==> config.mk <==
export PLATFORM = sky130hd
export DESIGN_NAME = fetch_ctrl
export DESIGN_NICKNAME = d
export VERILOG_FILES = /design/src/rtl/fetch_ctrl.sv
export SDC_FILE = /design/constraint.sdc
export NUM_CORES = 1
export LEC_CHECK = 0
export CORE_ASPECT_RATIO = 1.25
export CORE_MARGIN = 2
export CORE_UTILIZATION = 35
export DETAILED_ROUTE_END_ITERATION = 10
export DONT_BUFFER_PORTS = 1
export SLEW_MARGIN = 20
export SYNTH_ARGS = -nofsm -noshare
export SYNTH_HDL_FRONTEND = slang
export SYNTH_SLANG_ARGS = --single-unit
==> constraint.sdc <==
create_clock -name clk -period 5.6 [get_ports clk]
set_input_delay 1.68 -clock clk [delete_from_list [all_inputs] [get_ports clk]]
set_output_delay 1.68 -clock clk [all_outputs]
set_load 0.01 [all_outputs]
==> src/rtl/fetch_ctrl.sv <==
// fetch_ctrl: instruction fetch sequencer with redirect, stall hold and HLT handling.
// Build option FETCH_PERF_CNT_EN adds fetch_wait_cnt, a saturating count of memory wait cycles.
//
// state  | meaning
// -------+--------------------------------------------------------------
// S_IDLE | one-cycle settle after reset, no request
// S_REQ  | fetching from imem_addr; presents captured instruction
// S_HOLD | downstream stalled, current instruction held, no request
// S_HALT | HLT retired; frozen until reset, redirects ignored
module fetch_ctrl (
    input  logic        clk,
    input  logic        rst,
    input  logic        stall,
    input  logic        redirect_valid,
    input  logic [15:0] redirect_addr,
    input  logic        hlt,
    input  logic        imem_ready,
    input  logic [15:0] imem_rdata,
    output logic        imem_req,
    output logic [15:0] imem_addr,
    output logic        instr_valid,
    output logic [15:0] instr,
    output logic [15:0] instr_pc,
    output logic [15:0] pc_plus2,
`ifdef FETCH_PERF_CNT_EN
    output logic [15:0] fetch_wait_cnt,
`endif
    output logic        halted
);

    typedef enum logic [1:0] {
        S_IDLE = 2'd0,
        S_REQ  = 2'd1,
        S_HOLD = 2'd2,
        S_HALT = 2'd3
    } state_t;

    state_t      state_q, state_d;
    logic [15:0] pc_q, pc_d;
    logic [15:0] instr_q, instr_d;
    logic [15:0] instr_pc_q, instr_pc_d;
    logic        instr_valid_q, instr_valid_d;
    logic        halted_q, halted_d;
    logic        capture;
    logic        redirect_take;
    logic        hlt_take;

    always_comb begin
        // A stalled instruction must not be overwritten, so no request is issued under it.
        imem_req      = (state_q == S_REQ) && !(stall && instr_valid_q);
        capture       = imem_req && imem_ready;
        redirect_take = redirect_valid && (state_q != S_HALT);
        hlt_take      = hlt && instr_valid_q && !stall;

        state_d       = state_q;
        pc_d          = pc_q;
        instr_d       = instr_q;
        instr_pc_d    = instr_pc_q;
        instr_valid_d = instr_valid_q;

        if (redirect_take) begin
            pc_d          = redirect_addr & 16'hFFFE;
            instr_valid_d = 1'b0;
            state_d       = S_REQ;
        end else if (hlt_take) begin
            // Any same-cycle fetch is dropped so pc stays on the word after HLT.
            instr_valid_d = 1'b0;
            state_d       = S_HALT;
        end else begin
            case (state_q)
                S_IDLE: begin
                    state_d = S_REQ;
                end
                S_REQ: begin
                    if (capture) begin
                        instr_d       = imem_rdata;
                        instr_pc_d    = pc_q;
                        pc_d          = pc_q + 16'd2;
                        instr_valid_d = 1'b1;
                        state_d       = stall ? S_HOLD : S_REQ;
                    end else if (instr_valid_q && stall) begin
                        state_d = S_HOLD;
                    end else begin
                        instr_valid_d = 1'b0;
                    end
                end
                S_HOLD: begin
                    if (!stall) begin
                        instr_valid_d = 1'b0;
                        state_d       = S_REQ;
                    end
                end
                S_HALT: begin
                    instr_valid_d = 1'b0;
                end
                default: begin
                    state_d = S_IDLE;
                end
            endcase
        end

        halted_d = (state_d == S_HALT);
    end

    always_ff @(posedge clk) begin
        if (rst) begin
            state_q       <= S_IDLE;
            pc_q          <= 16'h0000;
            instr_q       <= 16'h0000;
            instr_pc_q    <= 16'h0000;
            instr_valid_q <= 1'b0;
            halted_q      <= 1'b0;
        end else begin
            state_q       <= state_d;
            pc_q          <= pc_d;
            instr_q       <= instr_d;
            instr_pc_q    <= instr_pc_d;
            instr_valid_q <= instr_valid_d;
            halted_q      <= halted_d;
        end
    end

    assign imem_addr   = pc_q;
    assign instr_valid = instr_valid_q;
    assign instr       = instr_q;
    assign instr_pc    = instr_pc_q;
    assign pc_plus2    = instr_pc_q + 16'd2;
    assign halted      = halted_q;

`ifdef FETCH_PERF_CNT_EN
    logic [15:0] wait_cnt_q, wait_cnt_d;

    always_comb begin
        wait_cnt_d = wait_cnt_q;
        if (imem_req && !imem_ready && (wait_cnt_q != 16'hFFFF)) begin
            wait_cnt_d = wait_cnt_q + 16'd1;
        end
    end

    always_ff @(posedge clk) begin
        if (rst) begin
            wait_cnt_q <= 16'h0000;
        end else begin
            wait_cnt_q <= wait_cnt_d;
        end
    end

    assign fetch_wait_cnt = wait_cnt_q;
`else
    // Wait-cycle counter is not built in this configuration.
`endif

endmodule

==> results of run 1 <==
==> where the power goes <==
group / internal [µW] / switching, µW
Sequential: 370 / 29.5
Combinational: 21.2 / 29.9
Clock: 99.4 / 117
==> worst reg2reg max path, stage by stage, from the launching register on <==
cell      delay [ns]
dfxtp_1         0.50
nand3b_1        0.28
or3_2           0.77
nand2_1         0.18
a21oi_1         0.07
==> cells in the mapped netlist, drive strengths merged <==
cell     instances
xor2             8
dfxtp           50
inv              4
o22ai            1
nand2           70
conb             1
a21oi           35
nor2            20
and2             5
a21bo            1
maj3             1
nand3b           2
nor4b            1
nor3             1
o32ai            1
nand3           10
or3              4
o221ai           1
a211oi           6
and3             4
clkbuf           5
buf             17
a32oi            1
a21boi           1
nor2b            2
a311oi           6
and4             7
a21o             1
o21a             1
xnor2           13
ha               2
nand2b           4
a2bb2oi          2
a2111oi          2
o21ai            8
and3b            2
nand4           11
==> flip-flops by register name, indices dropped and copies added (netlist names) <==
signal	cells
instr	16
imem_addr	15
instr_pc	15
state_q	2
halted	1
instr_valid	1
==> final cells by class <==
| cell class | instances | area, µm² |
|---|---|---|
| clock buffers | 6 | 82.6 |
| multi-input cells | 237 | 1360 |
| clock inverters | 2 | 12.5 |
| fillers | 725 | 4340 |
| repair buffers | 1 | 7.51 |
| well taps | 90 | 113 |
| flip-flops and latches | 50 | 1000 |
| inverters | 4 | 15.0 |
==> worst max path at each step <==
stage                 from            to  slack, ns  depth (start not counted)
6_report             stall      imem_req       2.01                          1
5_1_grt        instr_pc[3]  pc_plus2[14]       2.00                          4
2_1_floorplan        stall      imem_req       1.87                          2
4_1_cts              stall      imem_req       2.01                          1
3_3_place_gp         stall      imem_req       2.01                          1
3_5_place_dp         stall      imem_req       2.01                          1
==> cell families (layout without fill, tap and decap cells) <==
group           Yosys count  in the layout  synth area share (%)
compound gates           67             67                  16.9
xor+xnor                 21             21                  7.33
fa+ha+maj                 3              3                  1.40
buf+inv                  26             13                  6.28
flops                    50             50                  39.9
other cells               1              3                 0.149
simple gates            143            143                  28.1
==> through the flow <==
stage / utilization, % / setup slack [ns] / cell area (µm²) / cells
finish: 37.4 / 2.01 / 2590 / 390
global route: 37.4 / 2.00 / 2590 / 390
CTS: 37.3 / 2.01 / 2590 / 390
detailed placement: 36.0 / 2.01 / 2490 / 382
global placement: 36.0 / 2.01 / 2490 / 382
floorplan: - / 1.87 / 2520 / 313
==> layer usage <==
metal | wire length (µm) | part of all wire [%] | track usage [%] | vias up
li1 | - | - | - | 1049
met4 | 64 | 1.0 | 4.24 | 0
met5 | 0 | 0 | 0 | -
met2 | 3020 | 49 | 25.3 | 64
met1 | 2560 | 42 | 17.8 | 953
met3 | 485 | 7.9 | 4.76 | 6
==> run_results.csv, run 1 <==
group,metric,value,unit
run_status,status,"finished, final reports clean",
worst_setup_path,r2r-end,"instr[0]",
die,die_y,98.7,µm
worst_setup_path,worstPathRequired,3.92,ns
synth,synth_top_cell_by_area,"dfxtp_1",
worst_setup_path,crit_buf_inv,0,
clock_network,cts_sinks,50,
synth,synth_cells,311,
route,firstDrtPassIters,6,
worst_setup_path,timing.rr.start,"state_q[0]",
die,fp.coreArea,0.00693,mm²
layout,drive_gt1_share,5.67,%
power_and_ir_drop,power_leakage,0.000850,µW
route,wirelength,6.13,mm
power_and_ir_drop,p_per_area,258,mW/mm²
worst_setup_path,cp_cell_sequence,"a21oi_1",
die,rows,34,
worst_setup_path,end_kind,"output pin",
layout,final_nets,339,
sta,period_needed,3.59,ns
sta,period_share,64.0,%
clock_network,cts_max_path_buffers,2,
worst_setup_path,slowest_delay,0.22,ns
clock_network,clk_pin_slew_worst_paths,0.09,ns
clock_network,cts_tree,"done",
global_route,grt_usage,14.9,%
sta,tightest_slew,0.808,ns
hold_path,hold_path_end,"instr[5]",
power_and_ir_drop,power,668,µW
die,dieArea,0.00787,mm²
clock_network,clk_latency,0.30,ns
worst_setup_path,rr_worst_depth,4,
power_and_ir_drop,ir_drop,0.101,mV
die,initial_utilization,36.2,%
synth,ys_warn_count,0,
worst_setup_path,crit_slowest_cell,"a21oi_1",
route,first_iter_violations,123,
worst_setup_path,arrival,1.91,ns
synth,synth.distinct_cells,43,
hold_path,holdCritStartpoint,"instr[5]",
route,vias_per_cell,5.31,
placement,place_congestion,0.791,
worst_setup_path,path_max_fanout,9,
clock_network,postCtsHoldBufs,0,
die,ios,105,
synth,netlist_area,0.00251,mm²
sta,fin_setup_tns,0,ns
sta,final_max_slew_viol_count,0,
sta,skew,0.00630,ns
layout,final_common_cell,"nand2_1",
layout,n_antenna_cell,0,
sta,fmax,279,MHz
synth,synth_top_area_share,39.9,%
layout,area_growth,3.24,%
worst_setup_path,crit_type,"input port to output pin",
clock_network,cts_setup_buffers,0,
sta,max_slew_margin,46.1,%
worst_setup_path,crit_family,"compound AO/OA/AOI/OAI gates",
clock_network,htree_levels,2,
global_route,grt.overflow.total,0,
synth,ys_top_cells_by_area,"dfxtp_1 (40%), nand2_1 (10%), a21oi_1 (7.0%)",
route,drc,0,
sta,final_hold_viol_count,0,
global_route,grt_first_pass_wirelength,9.42,mm
hold_path,hp-class,"flop to flop",
placement,io_buffers,0,
worst_setup_path,r2r_setup_slack,3.69,ns
synth,seq_area_frac_synth,39.9,%
sta,rsz0062_at_grt,"false",
sta,setup_viol_count_final,0,
synth,synth-seq-cells,50,
global_route,first_global_vias,1889,
worst_setup_path,cp-start-kind,"input port",
route,vias,2072,
die,die_x,79.7,µm
placement,hpwl,4.43,mm
flow_run,max_cap_viol_count,0,
route,ant_nets,0,
global_route,antenna_found_initial,0,
layout,final_cell_mix,"nand2_1 (70), dfxtp_1 (50), a21oi_1 (35), nor2_1 (20), xnor2_1 (13)",
synth,avgSynthCellArea,8.07,µm²
sta,whs,0.498,ns
hold_path,min_path_cells,2,
global_route,grt_max_degree,53,
clock_network,cts_resized,0,
clock_network,clockRootBuffer,"clkbuf_8",
route,routedWlPerCell,15.7,µm
clock_network,cts_made_buffers,5,
No activity file was read; power rests on OpenSTA's default activity.
==> inputs of run 2 (changes only) <==
- clock period: 5.6 -> 3.45 ns (I/O delays scaled with it)
==> run 2 against run 1 <==
- routed wire length is 1.3% higher
- global-route usage is 0.44 points higher
- first-iteration DRC count is 19% lower
- critical endpoint is now pc_plus2[14]
==> run_results.csv, run 2 (synthesized netlist as in run 1, its figures left out) <==
group,metric,value,unit
hold_path,hp-class,"flop to flop",
worst_setup_path,r2r-end,"instr[5]",
flow_run,max_cap_viol_count,0,
worst_setup_path,arrival,1.82,ns
sta,skew,0.00273,ns
worst_setup_path,rr_worst_depth,4,
clock_network,cts_max_path_buffers,2,
sta,period_share,82.7,%
worst_setup_path,r2r_setup_slack,1.58,ns
hold_path,holdCritStartpoint,"instr[8]",
power_and_ir_drop,p_per_area,421,mW/mm²
sta,setup_viol_count_final,0,
run_status,status,"finished, final reports clean",
clock_network,postCtsHoldBufs,0,
layout,area_growth,3.24,%
global_route,grt_max_degree,53,
layout,fin_area,0.00259,mm²
route,first_iter_violations,100,
clock_network,cts_setup_buffers,0,
route,firstDrtPassIters,4,
global_route,first_global_vias,1917,
power_and_ir_drop,ir_drop,0.158,mV
layout,final_common_cell,"nand2_1",
worst_setup_path,worstPathRequired,2.41,ns
die,ios,105,
clock_network,clockRootBuffer,"clkbuf_8",
clock_network,clk_pin_slew_worst_paths,0.09,ns
hold_path,hold_path_end,"instr[8]",
sta,final_hold_viol_count,0,
clock_network,cts_made_buffers,5,
clock_network,htree_levels,2,
placement,place_area,0.00249,mm²
layout,drive_gt1_share,5.67,%
die,dieArea,0.00787,mm²
die,rows,34,
route,vias,2071,
global_route,grt.overflow.total,0,
power_and_ir_drop,power_leakage,0.000850,µW
layout,final_nets,339,
sta,max_slew_margin,47.1,%
clock_network,cts_sinks,50,
die,die_y,98.7,µm
power_and_ir_drop,power,1090,µW
sta,fin_setup_tns,0,ns
sta,final_max_slew_viol_count,0,
placement,place_congestion,0.795,
die,die_x,79.7,µm
worst_setup_path,path_max_fanout,7,
placement,post-place-ws,0.894,ns
sta,tightest_slew,0.794,ns
placement,hpwl,4.48,mm
global_route,grt_usage,15.3,%
clock_network,cts_resized,0,
worst_setup_path,cp-start-kind,"flop",
sta,period_needed,2.85,ns
placement,io_buffers,0,
die,initial_utilization,36.2,%
layout,largest_reg_flops,16,
global_route,grt_first_pass_wirelength,9.60,mm
sta,rsz0062_at_grt,"false",
route,ant_nets,0,
worst_setup_path,timing.rr.start,"state_q[0]",
route,wirelength,6.21,mm
global_route,antenna_found_initial,0,
sta,fmax,350,MHz
worst_setup_path,end_kind,"output pin",
sta,fin_ws,0.595,ns
clock_network,cts_tree,"done",
layout,n_antenna_cell,0,
layout,fillCellCount,741,
route,vias_per_cell,5.31,
hold_path,min_path_cells,2,
worst_setup_path,crit_type,"flop to output pin",
layout,final_cell_mix,"nand2_1 (70), dfxtp_1 (50), a21oi_1 (35), nor2_1 (20), xnor2_1 (13)",
route,drc,0,
die,fp.coreArea,0.00693,mm²
route,routedWlPerCell,15.9,µm
clock_network,clk_latency,0.30,ns
-- run 2: cell counts in the layout (fill, tap and decap cells not counted) --
No cell type changed its count.
-- run 2: layout make-up --
| class | count | area, µm² | area share, % |
|---|---|---|---|
| clock buffers | 6 | 82.6 | 3.19 |
| repair buffers | 1 | 7.51 | 0.290 |
| multi-input cells | 237 | 1360 | 52.5 |
| clock inverters | 2 | 12.5 | 0.483 |
| well taps | 90 | 113 | 4.35 |
| inverters | 4 | 15.0 | 0.580 |
| flip-flops and latches | 50 | 1000 | 38.6 |
-- run 2: worst max-delay path, stage by stage (launching register included) --
cell	delay, ns
dfxtp_1	0.52
and4_1	0.29
nand4_1	0.23
nand2b_1	0.23
xnor2_1	0.25
-- run 2: how the worst max path moves through the flow --
stage | start | end | slack [ns]
4_1_cts | instr_pc[3] | pc_plus2[14] | 0.57
3_5_place_dp | stall | instr[14] | 0.89
5_1_grt | instr_pc[3] | pc_plus2[14] | 0.48
2_1_floorplan | stall | imem_req | 1.01
3_3_place_gp | stall | instr_pc[10] | 0.92
6_report | instr_pc[3] | pc_plus2[14] | 0.60
-- run 2: where the power goes --
part | internal (µW) | total [µW] | switching (µW)
combinational | 34.5 | 83.0 | 48.5
clock | 162 | 360 | 198
sequential | 601 | 649 | 47.4
-- run 2: through the flow --
step / instances / hold WS (ns) / utilization [%]
floorplan: 313 / 0.481 / -
CTS: 390 / 0.502 / 37.3
finish: 390 / 0.500 / 37.4
global placement: 382 / 0.486 / 36.0
global route: 390 / 0.525 / 37.4
detailed placement: 382 / 0.489 / 36.0
-- run 2: routing by layer --
layer  share of wire, %  track usage (%)
met5                  0                0
met3                7.9             5.22
met4               0.71             4.64
met2                 51             27.0
met1                 41             17.2
==> inputs of run 3 (changes only) <==
- clock period: 3.45 -> 2.7 ns (I/O delays scaled with it)
==> run 3 against run 2 <==
- non-clock buffer count rose by 6
- sequential power grew 27%
- flip-flop and latch count is the same
- utilization increased by 1.2 points
- worst setup slack got worse by 0.43 ns
- worst hold slack better by 0.0010 ns
- via count rose by 3.2%
- global-route usage grew 0.50 points
- combinational power up 39%
- first-iteration DRC count is 15% lower
- largest cell class unchanged
==> run_results.csv, run 3 (synthesized netlist as in run 1, its figures left out) <==
group,metric,value,unit
sta,rsz0062_at_grt,"false",
flow_run,max_cap_viol_count,0,
global_route,first_global_vias,1964,
worst_setup_path,crit_buf_inv,0,
layout,final_cells,396,
clock_network,cts_max_path_buffers,2,
global_route,grt.overflow.total,0,
layout,final_common_cell,"nand2_1",
sta,max_slew_margin,48.7,%
route,vias,2138,
clock_network,clk_pin_slew_worst_paths,0.09,ns
die,initial_utilization,36.2,%
clock_network,clk_latency,0.31,ns
sta,period_share,93.8,%
layout,final_cell_mix,"nand2_1 (70), dfxtp_1 (49), a21oi_1 (35), nor2_1 (20), xnor2_1 (12)",
power_and_ir_drop,p_sw_share,25.9,%
worst_setup_path,startpoint,"instr_pc[5]",
worst_setup_path,arrival,1.72,ns
route,vias_per_cell,5.40,
placement,place_congestion,0.789,
layout,largest_reg_flops,16,
worst_setup_path,crit_cells,4,
layout,fillCellCount,735,
run_status,status,"finished, final reports clean",
worst_setup_path,crit_family,"simple AND/OR/NAND/NOR gates",
placement,hpwl,4.59,mm
global_route,antenna_found_initial,0,
worst_setup_path,timing.rr.start,"state_q[0]",
placement,dp_cells,388,
sta,fin_ws,0.168,ns
global_route,grt_max_degree,53,
route,routedWlPerCell,15.7,µm
power_and_ir_drop,seq_power_share,56.0,%
layout,ff_latch_area,0.00100,mm²
global_route,grt_usage,15.8,%
clock_network,clockRootBuffer,"clkbuf_8",
clock_network,cts_tree,"done",
worst_setup_path,worstSetupEndpoint,"pc_plus2[15]",
sta,final_max_slew_viol_count,0,
worst_setup_path,worstPathRequired,1.89,ns
sta,period_needed,2.53,ns
power_and_ir_drop,p_per_area,552,mW/mm²
route,wirelength,6.21,mm
worst_setup_path,cp-start-kind,"flop",
route,first_iter_violations,85,
die,die_x,79.7,µm
layout,final_nets,345,
power_and_ir_drop,power_leakage,0.000896,µW
power_and_ir_drop,power,1480,µW
power_and_ir_drop,p_int,1090,µW
layout,area_growth,6.58,%
layout,drive_gt1_share,7.84,%
sta,fmax,395,MHz
clock_network,postCtsHoldBufs,0,
sta,skew,0.00893,ns
die,ios,105,
sta,final_hold_viol_count,0,
route,ant_nets,0,
worst_setup_path,cp_cell_sequence,"and4_1, and3_1, nand3_1, xnor2_1",
power_and_ir_drop,p_sw,383,µW
worst_setup_path,path_max_fanout,5,
die,fp.coreArea,0.00693,mm²
die,die_y,98.7,µm
worst_setup_path,slowest_delay,0.46,ns
route,firstDrtPassIters,4,
global_route,grt_first_pass_wirelength,9.92,mm
worst_setup_path,crit_type,"flop to output pin",
power_and_ir_drop,combPwrFrac,7.8,%
power_and_ir_drop,p_clk_share,36.2,%
sta,fin_setup_tns,0,ns
power_and_ir_drop,ir_drop,0.185,mV
clock_network,cts_made_buffers,5,
clock_network,htree_levels,2,
die,rows,34,
placement,io_buffers,0,
sta,setup_viol_count_final,0,
placement,post-place-ws,0.463,ns
route,drc,0,
layout,multiInputGateArea,0.00137,mm²
clock_network,cts_sinks,50,
hold_path,hp-class,"flop to flop",
layout,n_antenna_cell,0,
die,dieArea,0.00787,mm²
worst_setup_path,r2r_setup_slack,0.95,ns
worst_setup_path,r2r-end,"imem_addr[8]",
worst_setup_path,crit_slowest_cell,"dfxtp_1",
worst_setup_path,rr_worst_depth,4,
worst_setup_path,end_kind,"output pin",
sta,tightest_slew,0.770,ns
run 3: changes by cell type in the layout (fill, tap and decap cells not counted), sizes merged:
cell / change
clkinvlp: +1
bufinv: +1
buf: +6
clkinv: -1
clkbuf: -1
run 3: how the worst min path moves through the flow:
stage	slack, ns	cells after the start	from	to
after floorplan	0.48	2	instr[0]	instr[0]
after global placement	0.49	2	instr[6]	instr[6]
after detailed placement	0.49	2	instr[6]	instr[6]
after CTS	0.50	2	instr[12]	instr[12]
after global routing	0.53	2	instr[13]	instr[13]
final	0.50	2	instr[12]	instr[12]
run 3: stage by stage:
step                      utilization (%)  instance area (µm²)  hold slack [ns]
final                                38.6                 2670            0.501
after global routing                 38.6                 2670            0.526
after CTS                            38.4                 2670            0.504
after detailed placement             36.8                 2550            0.490
after global placement               36.8                 2550            0.485
after floorplan                         -                 2520            0.481
run 3: cell type report:
class / instances / share of cell area, %
tap: 90 / 4.21
sequential: 50 / 37.5
timing repair buffer: 7 / 2.43
multi-input combinational: 237 / 51.1
clock buffer: 5 / 2.57
inverter: 4 / 0.562
clock inverter: 3 / 1.68
run 3: what timing repair did:
action                     4_1_cts  5_1_grt
gates resized for setup          0        2
buffers inserted                 0        0
setup endpoints to repair        0        2
run 3: per-layer routing:
layer	part of all wire [%]	track usage [%]	vias to the layer above
li1	-	-	1062
met1	41	19.7	990
met2	50	26.4	80
met3	8.3	4.03	6
met4	1.2	5.17	0
met5	0	0	-
run 3: worst register-to-register path: cells and delay by family (launching register included):
kind            cells  cell delay [ns]
compound gates      1             0.24
flops               1             0.48
simple gates        3             0.95
run 3: power by group through the flow:
stage	sequential, µW	clock [µW]	combinational, µW
after global placement	844	0	112
final	827	534	115
after CTS	828	550	116
after global routing	834	579	131
after detailed placement	845	0	115
after floorplan	830	0	116
